--- src/rtl/seq_divider.sv ---
// seq_divider: iterative radix-2 restoring divider, one quotient bit per cycle.
// Valid/ready handshake on both sides, per-operation signed/unsigned mode,
// divide-by-zero detection.
//
// Ports:
//   clk, reset_n            clock, asynchronous active-low reset
//   in_valid / in_ready     operand handshake (in_ready high only in IDLE)
//   dividend, divisor       WIDTH-bit operands, sampled on accept
//   signed_mode             1 = two's complement operands, sampled on accept
//   out_valid / out_ready   result handshake (result held while out_valid)
//   quotient, remainder     registered result
//   div_by_zero             registered flag, result came from a zero divisor
module seq_divider #(
  parameter int unsigned WIDTH = 8,
  parameter int unsigned CNT_W = $clog2(WIDTH + 1)
) (
  input  logic             clk,
  input  logic             reset_n,
  input  logic             in_valid,
  output logic             in_ready,
  input  logic [WIDTH-1:0] dividend,
  input  logic [WIDTH-1:0] divisor,
  input  logic             signed_mode,
  output logic             out_valid,
  input  logic             out_ready,
  output logic [WIDTH-1:0] quotient,
  output logic [WIDTH-1:0] remainder,
  output logic             div_by_zero
);

  typedef enum logic [2:0] {
    S_IDLE,
    S_CALC,
    S_FIX,
    S_ZERO,
    S_DONE
  } state_t;

  state_t           state, state_n;
  logic [CNT_W-1:0] count, count_n;
  // acc shifts the dividend out at the top and the quotient in at the bottom.
  logic [WIDTH-1:0] acc, acc_n;
  logic [WIDTH-1:0] rem, rem_n;
  logic [WIDTH-1:0] dvs, dvs_n;
  logic             q_neg, q_neg_n;
  logic             r_neg, r_neg_n;
  logic [WIDTH-1:0] quotient_n, remainder_n;
  logic             div_by_zero_n;

  logic             dvd_neg, dvs_neg;
  logic [WIDTH-1:0] dvd_mag, dvs_mag;
  logic [WIDTH:0]   shifted, trial;
  logic             accept;

  assign in_ready  = (state == S_IDLE);
  assign out_valid = (state == S_DONE);
  assign accept    = in_valid && (state == S_IDLE);

  // Operand magnitudes; the most negative value wraps to 2^(WIDTH-1) naturally.
  always_comb begin
    dvd_neg = signed_mode & dividend[WIDTH-1];
    dvs_neg = signed_mode & divisor[WIDTH-1];
    dvd_mag = dvd_neg ? WIDTH'(~dividend + WIDTH'(1)) : dividend;
    dvs_mag = dvs_neg ? WIDTH'(~divisor + WIDTH'(1)) : divisor;
  end

  // One restoring step: bring in the next dividend bit and try a subtract.
  always_comb begin
    shifted = {rem, acc[WIDTH-1]};
    trial   = shifted - {1'b0, dvs};
  end

  // Next-state and datapath next values.
  always_comb begin
    state_n       = state;
    count_n       = count;
    acc_n         = acc;
    rem_n         = rem;
    dvs_n         = dvs;
    q_neg_n       = q_neg;
    r_neg_n       = r_neg;
    quotient_n    = quotient;
    remainder_n   = remainder;
    div_by_zero_n = div_by_zero;

    unique case (state)
      S_IDLE: begin
        if (accept) begin
          q_neg_n = dvd_neg ^ dvs_neg;
          r_neg_n = dvd_neg;
          dvs_n   = dvs_mag;
          rem_n   = '0;
          count_n = CNT_W'(WIDTH);
          if (divisor == '0) begin
            // Keep the raw dividend: a zero divisor returns it unchanged.
            acc_n   = dividend;
            state_n = S_ZERO;
          end else begin
            acc_n   = dvd_mag;
            state_n = S_CALC;
          end
        end
      end

      S_CALC: begin
        if (!trial[WIDTH]) begin
          rem_n = trial[WIDTH-1:0];
        end else begin
          rem_n = shifted[WIDTH-1:0];
        end
        acc_n   = {acc[WIDTH-2:0], ~trial[WIDTH]};
        count_n = count - CNT_W'(1);
        if (count == CNT_W'(1)) begin
          state_n = S_FIX;
        end
      end

      S_FIX: begin
        quotient_n    = q_neg ? WIDTH'(~acc + WIDTH'(1)) : acc;
        remainder_n   = r_neg ? WIDTH'(~rem + WIDTH'(1)) : rem;
        div_by_zero_n = 1'b0;
        state_n       = S_DONE;
      end

      S_ZERO: begin
        quotient_n    = '1;
        remainder_n   = acc;
        div_by_zero_n = 1'b1;
        state_n       = S_DONE;
      end

      S_DONE: begin
        if (out_ready) begin
          state_n = S_IDLE;
        end
      end

      default: begin
        state_n = S_IDLE;
      end
    endcase
  end

  // State register.
  always_ff @(posedge clk or negedge reset_n) begin
    if (!reset_n) begin
      state <= S_IDLE;
    end else begin
      state <= state_n;
    end
  end

  // Datapath and result registers.
  always_ff @(posedge clk or negedge reset_n) begin
    if (!reset_n) begin
      count       <= '0;
      acc         <= '0;
      rem         <= '0;
      dvs         <= '0;
      q_neg       <= 1'b0;
      r_neg       <= 1'b0;
      quotient    <= '0;
      remainder   <= '0;
      div_by_zero <= 1'b0;
    end else begin
      count       <= count_n;
      acc         <= acc_n;
      rem         <= rem_n;
      dvs         <= dvs_n;
      q_neg       <= q_neg_n;
      r_neg       <= r_neg_n;
      quotient    <= quotient_n;
      remainder   <= remainder_n;
      div_by_zero <= div_by_zero_n;
    end
  end

endmodule
--- config.mk ---
export PLATFORM = sky130hd
export DESIGN_NAME = seq_divider
export DESIGN_NICKNAME = d
export VERILOG_FILES = /design/src/rtl/seq_divider.sv
export SDC_FILE = /design/constraint.sdc
export NUM_CORES = 1
export LEC_CHECK = 0
export CAP_MARGIN = 10
export CELL_PAD_IN_SITES_DETAIL_PLACEMENT = 0
export CELL_PAD_IN_SITES_GLOBAL_PLACEMENT = 1
export CORE_ASPECT_RATIO = 1.25
export CORE_MARGIN = 2
export CORE_UTILIZATION = 30
export CTS_CLUSTER_SIZE = 16
export DETAILED_ROUTE_END_ITERATION = 6
export PLACE_DENSITY_LB_ADDON = 0.1
export SLEW_MARGIN = 10
export SYNTH_ARGS = -nofsm -noshare
export SYNTH_HDL_FRONTEND = slang
export SYNTH_SLANG_ARGS = --single-unit
--- constraint.sdc ---
create_clock -name clk -period 2.2 [get_ports clk]
set_input_delay 0.44 -clock clk [delete_from_list [all_inputs] [get_ports clk]]
set_output_delay 0.44 -clock clk [all_outputs]
set_load 0.02 [all_outputs]
==> run_results.csv, run 1 <==
group,metric,value,unit
outcome,outcome,"finished, violations left",
outcome,violations,"setup timing",
grt,grt_pass1_vias,2709,
drt,routed_wl,8.07,mm
logic_synthesis,yosys.area.top_type,"dfrtp_1",
grt,grt.total_usage,15.4,%
critical_path,cp.depth,10,
critical_path,crit_type,"flop to flop",
floorplan,die_area,0.0114,mm2
critical_path,crit_end,"rem[4]",
sta,slew_headroom,64.3,%
logic_synthesis,synth_edf_count,0,
sta,timing.final.crit_share,107,%
critical_path,cpMaxStageDelayCell,"dfrtp_1",
power_and_ir_drop,total_leakage_power,1.78,nW
critical_path,critPathCaptureType,"flop",
sta,finalClockSkew,7.00,ps
power_and_ir_drop,power_density,1670,mW/mm2
clock_network,cts_tree,"done",
drt,drc,0,
logic_synthesis,synth_fa_ha_area_share,6.15,%
grt,gr-total-overflow,0,
sta,slew_viol_final,0,
floorplan,ios,40,
drt,drt_iter0_markers,64,
critical_path,start_kind,"flop",
critical_path,cpPeakStageDelay,390,ps
grt,antenna_found_initial,0,
clock_network,clkSinkCount,50,
critical_path,reg2reg_depth,10,
logic_synthesis,synth_area_leaders,"dfrtp_1 (39%), ha_1 (5.5%), o21ai_0 (5.4%), mux2i_1 (4.7%), xnor2_1 (4.4%)",
floorplan,die-height,119,um
drt,ant_nets,0,
logic_synthesis,syn_nets,391,
drt,first_pass_iters,4,
placed_design,io_buffers,39,
sta,setup_viol,9,
final_layout,area_growth,29.2,%
floorplan,start_util,30.4,%
critical_path,critPathRequiredTime,2370,ps
critical_path,reg2reg_to,"rem[4]",
grt,grt_first_pass_wirelength,13.6,mm
clock_network,clockBufferDepth,2,
logic_synthesis,synth_xor_area_share,7.45,%
critical_path,timing.rr.start,"acc[7]",
clock_network,cts_hold_buf,0,
sta,layout_setup_ws,-158,ps
final_layout,multi_input_area,0.00180,mm2
placed_design,gp_congestion,0.811,
sta,hold_violations,0,
clock_network,clkLatencyLatePin,290,ps
logic_synthesis,synth_seq_cells,50,
critical_path,path_cells,"inv_2 > ha_4 > inv_2 > fa_2 > a211oi_4 > o211ai_2 > a221oi_2 > buf_6 > mux2i_4 > o21ai_2",
critical_path,regToRegSetupSlack,-160,ps
logic_synthesis,yosys-mux-area-fraction,5.79,%
clock_network,root_buffer,"clkbuf_16",
clock_network,htreeDepth,2,
logic_synthesis,synth_common_cells,"dfrtp_1 (50), nand2_1 (37), o21ai_0 (34), nor2_1 (26), inv_1 (22)",
placed_design,place_ws,-264,ps
critical_path,crit_arrival,2530,ps
drt,wl_per_cell,14.7,um
placed_design,dp_hpwl,6.32,mm
floorplan,die_w,96.0,um
final_layout,antenna_cells,0,
drt,route.detailed.vias_per_inst,4.75,
final_layout,fillers,1096,
final_layout,final_nets,454,
final_layout,regArea,0.00125,mm2
logic_synthesis,yosys.cell_count.top_type,"dfrtp_1",
logic_synthesis,synth-simple-area-share,18.0,%
power_and_ir_drop,ir_worst_vdd,469,uV
critical_path,cp_max_fo,6,
flow_run,maxCapViolCount,0,
min_path,hold_path.class,"primary input to async pin",
floorplan,row_count,42,
critical_path,path_buf_inv,3,
clock_network,clk_pin_slew_worst_paths,70,ps
drt,num_vias,2610,
logic_synthesis,synthArstFlopShare,100,%
logic_synthesis,synth_top_family_by_area,"compound AO/OA/AOI/OAI gates",
logic_synthesis,synth.avg_cell_area,8.94,um2
logic_synthesis,ys_warn_count,0,
sta,rsz0062_at_grt,"yes",
critical_path,crit_path_frequent_cell,"inv_2",
logic_synthesis,syn-cell-area,0.00317,mm2
sta,worst_pin_slew,528,ps
logic_synthesis,synthCells,355,
logic_synthesis,yosysSeqAreaShare,39.4,%
critical_path,cp-startpoint,"acc[7]",
sta,fin_setup_tns,-1110,ps
clock_network,cts_buffers,5,
critical_path,crit_family,"compound AO/OA/AOI/OAI gates",
floorplan,core_area,0.0105,mm2
final_layout,drive_gt1_share,15.6,%
logic_synthesis,synth.distinct_cells,55,
grt,grt_max_degree,32,
sta,max_freq,0.424,GHz
sta,min_period,2360,ps
logic_synthesis,netlist.area_leader.share,39.4,%
logic_synthesis,synth_flop_cell,"dfrtp_1",
logic_synthesis,synth_compound_area_share,18.1,%
## state kept, by name, summed over array words and instances, names as in the netlist
| register | count |
|---|---|
| acc | 8 |
| count | 4 |
| quotient | 8 |
| r_neg | 1 |
| state | 3 |
| remainder | 8 |
| dvs | 8 |
| q_neg | 1 |
| div_by_zero | 1 |
| rem | 8 |
## stage by stage
| step | area [um2] | hold slack [ps] | instances | utilization, % | total power [mW] |
|---|---|---|---|---|---|
| global placement | 3910 | 449 | 541 | 37.4 | 5.90 |
| CTS | 4060 | 131 | 550 | 38.8 | 6.82 |
| detailed placement | 3910 | 447 | 541 | 37.4 | 5.91 |
| finish | 4100 | 122 | 550 | 39.2 | 6.83 |
| floorplan | 3180 | 144 | 355 | - | 4.53 |
| global route | 4100 | 157 | 550 | 39.2 | 7.50 |
## cells in the final DEF (no fill, tap or decap), types with 4 or more instances in the layout
cell type        Yosys  routed
xnor2_1             16      16
nand2_1             37      37
nor3b_1              4       4
clkbuf_16            0       5
mux2i_1             15      14
dfrtp_1             50      50
nor2b_1              9       9
clkdlybuf4s50_1      0      38
xor2_1              11      11
inv_1               22      20
or3_1                4       4
nand3_1             15      15
o21ai_0             34      34
nor2_1              26      26
a21oi_1             18      18
buf_4                0      33
o21ai_1              7       6
ha_1                14      13
o31ai_1              4       4
## metal layers
layer | vias to the layer above | share of wire [%] | global-route usage (%) | wire, um
met5 | - | 0 | 0 | 0
met2 | 40 | 51 | 26.6 | 4090
met3 | 9 | 3.4 | 2.72 | 272
li1 | 1360 | - | - | -
met4 | 0 | 1.5 | 4.55 | 118
met1 | 1201 | 44 | 19.2 | 3590
## cell type report
class | instances | share of cell area [%]
clock inverter | 1 | 0.183
tap | 132 | 4.03
multi-input combinational | 265 | 43.9
inverter | 22 | 2.01
clock buffer | 6 | 3.14
timing repair buffer | 74 | 16.2
sequential | 50 | 30.5
## timing repair
item / 4_1_cts / 5_1_grt
buffers inserted: 1 / 1
endpoints found under the setup margin: 9 / 16
gates resized for setup: 2 / 9
pin swaps: 3 / 11
gates cloned: 1 / 0
## power breakdown
part	internal [mW]	switching (mW)	leakage, nW
Sequential	1.36	0.362	0.616
Clock	0.416	0.341	0.0629
Combinational	2.09	2.26	1.10
## how the worst min path moves through the flow
stage / start / to / slack, ps / cells after the start
finish: reset_n / remainder[6] / 120 / 1
global route: reset_n / remainder[6] / 160 / 1
CTS: reset_n / rem[1] / 130 / 1
detailed placement: reset_n / remainder[5] / 450 / 1
global placement: reset_n / remainder[6] / 450 / 1
floorplan: reset_n / acc[0] / 140 / 0
## cell families after synthesis
group,Yosys count
and+or+nand+nor,116
xor gates and xnor gates,27
buffers and inverters,40
muxes,18
AOI/OAI and AO/OA,89
DFF,50
adders and majority gates,15
(Power assumes the default switching activity.)
==> inputs of run 2 (changes only) <==
--- a/config.mk
+++ b/config.mk
@@ -10,7 +10,7 @@
 export CELL_PAD_IN_SITES_GLOBAL_PLACEMENT = 1
 export CORE_ASPECT_RATIO = 1.25
 export CORE_MARGIN = 2
-export CORE_UTILIZATION = 30
+export CORE_UTILIZATION = 38
 export CTS_CLUSTER_SIZE = 16
 export DETAILED_ROUTE_END_ITERATION = 6
 export PLACE_DENSITY_LB_ADDON = 0.1
==> run_results.csv, run 2 (synthesis results as in run 1) <==
group,metric,value,unit
floorplan,row_count,37,
clock_network,cts_hold_buf,0,
clock_network,clkSinkCount,50,
critical_path,crit_arrival,2640,ps
clock_network,cts_buffers,5,
grt,grt_pass1_vias,2672,
drt,wl_per_cell,15.1,um
floorplan,die_area,0.00910,mm2
critical_path,timing.rr.start,"acc[7]",
critical_path,reg2reg_depth,16,
grt,antenna_found_initial,0,
final_layout,regArea,0.00125,mm2
final_layout,area_growth,30.4,%
sta,worst_pin_slew,568,ps
sta,hold_violations,0,
power_and_ir_drop,total_leakage_power,1.84,nW
drt,drc,4,
drt,drt_iter0_markers,137,
final_layout,final_common_cell,"buf_4",
final_layout,drive_gt1_share,19.5,%
clock_network,htreeDepth,2,
critical_path,start_kind,"flop",
power_and_ir_drop,ir_worst_vdd,669,uV
final_layout,utilization,50.5,%
sta,max_freq,0.418,GHz
grt,grt_max_degree,22,
final_layout,final_nets,471,
grt,gr-total-overflow,0,
power_and_ir_drop,total_power,6.94,mW
clock_network,clk_pin_slew_worst_paths,90,ps
min_path,hold_path.class,"primary input to async pin",
drt,route.detailed.vias_per_inst,5.15,
grt,grt.total_usage,18.2,%
critical_path,cp_max_fo,2,
critical_path,reg2reg_to,"rem[0]",
drt,ant_nets,0,
sta,rsz0062_at_grt,"yes",
final_layout,fin_cells,533,
outcome,outcome,"finished, violations left",
final_layout,antenna_cells,0,
final_layout,multi_input_area,0.00181,mm2
sta,fin_setup_tns,-1210,ps
grt,grt_first_pass_wirelength,13.1,mm
sta,setup_viol,9,
placed_design,place_area,0.00387,mm2
floorplan,ios,40,
drt,routed_wl,8.06,mm
placed_design,dp.cells,509,
clock_network,cts_tree,"done",
placed_design,gp_congestion,0.865,
clock_network,root_buffer,"clkbuf_8",
sta,whs,37.6,ps
sta,finalClockSkew,4.22,ps
floorplan,die_w,85.7,um
clock_network,clockBufferDepth,2,
placed_design,io_buffers,39,
clock_network,clkLatencyLatePin,310,ps
final_layout,mostFrequentLayoutCells,"buf_4 (51), dfrtp_1 (50), clkdlybuf4s50_1 (38), nand2_1 (37), o21ai_0 (34)",
placed_design,dp_hpwl,6.06,mm
power_and_ir_drop,power_density,1680,mW/mm2
floorplan,die-height,106,um
critical_path,critPathRequiredTime,2450,ps
floorplan,core_area,0.00819,mm2
sta,min_period,2390,ps
placed_design,place_ws,-257,ps
critical_path,regToRegSetupSlack,-190,ps
sta,layout_setup_ws,-192,ps
critical_path,crit_type,"flop to flop",
floorplan,start_util,38.7,%
critical_path,critPathCaptureType,"flop",
final_layout,stdcell_area,0.00414,mm2
outcome,violations,"DRC, setup timing",
sta,timing.final.crit_share,109,%
drt,num_vias,2746,
sta,slew_headroom,61.7,%
final_layout,fillers,809,
sta,slew_viol_final,0,
drt,first_pass_iters,7,
flow_run,maxCapViolCount,0,
-- run 2: where the power goes --
part | internal (mW) | total (mW) | switching, mW | leakage [nW]
sequential | 1.36 | 1.73 | 0.379 | 0.616
combinational | 2.29 | 4.62 | 2.33 | 1.17
clock | 0.254 | 0.582 | 0.329 | 0.0472
-- run 2: how the worst max path moves through the flow --
stage | start | to | cells after the start
final | acc[7] | rem[0] | 16
after global routing | acc[7] | rem[0] | 10
after CTS | acc[7] | rem[4] | 10
after detailed placement | divisor[0] | acc[2] | 8
after global placement | divisor[0] | acc[6] | 8
after floorplan | acc[7] | rem[4] | 10
-- run 2: area by class of cell --
| class | instances | share of cell area (%) |
|---|---|---|
| Tap cell | 97 | 2.93 |
| Multi-Input combinational cell | 265 | 43.7 |
| Clock inverter | 2 | 0.302 |
| Clock buffer | 6 | 2.00 |
| Timing Repair Buffer | 91 | 18.8 |
| Sequential cell | 50 | 30.2 |
| Inverter | 22 | 2.00 |
-- run 2: what timing repair did --
action | CTS | global route
buffers inserted | 14 | 2
pin swaps | 5 | 8
resized for setup | 2 | 9
setup endpoints to repair | 9 | 16
-- run 2: worst max-delay path: stages (launching register included) --
cell and delay, ps:
dfrtp_1 390, inv_2 70, buf_4 130, buf_4 120
buf_4 120, buf_4 120, buf_4 120, buf_4 120
buf_4 120, buf_4 120, buf_4 120, buf_4 120
buf_4 120, buf_4 120, buf_4 120, mux2i_1 130
a22o_1 150
-- run 2: routing by layer --
layer,track usage (%),vias up,part of all wire (%)
li1,-,1393,-
met5,0,-,0
met4,6.46,0,1.9
met3,2.64,14,3.5
met2,31.7,50,50
met1,22.8,1289,45
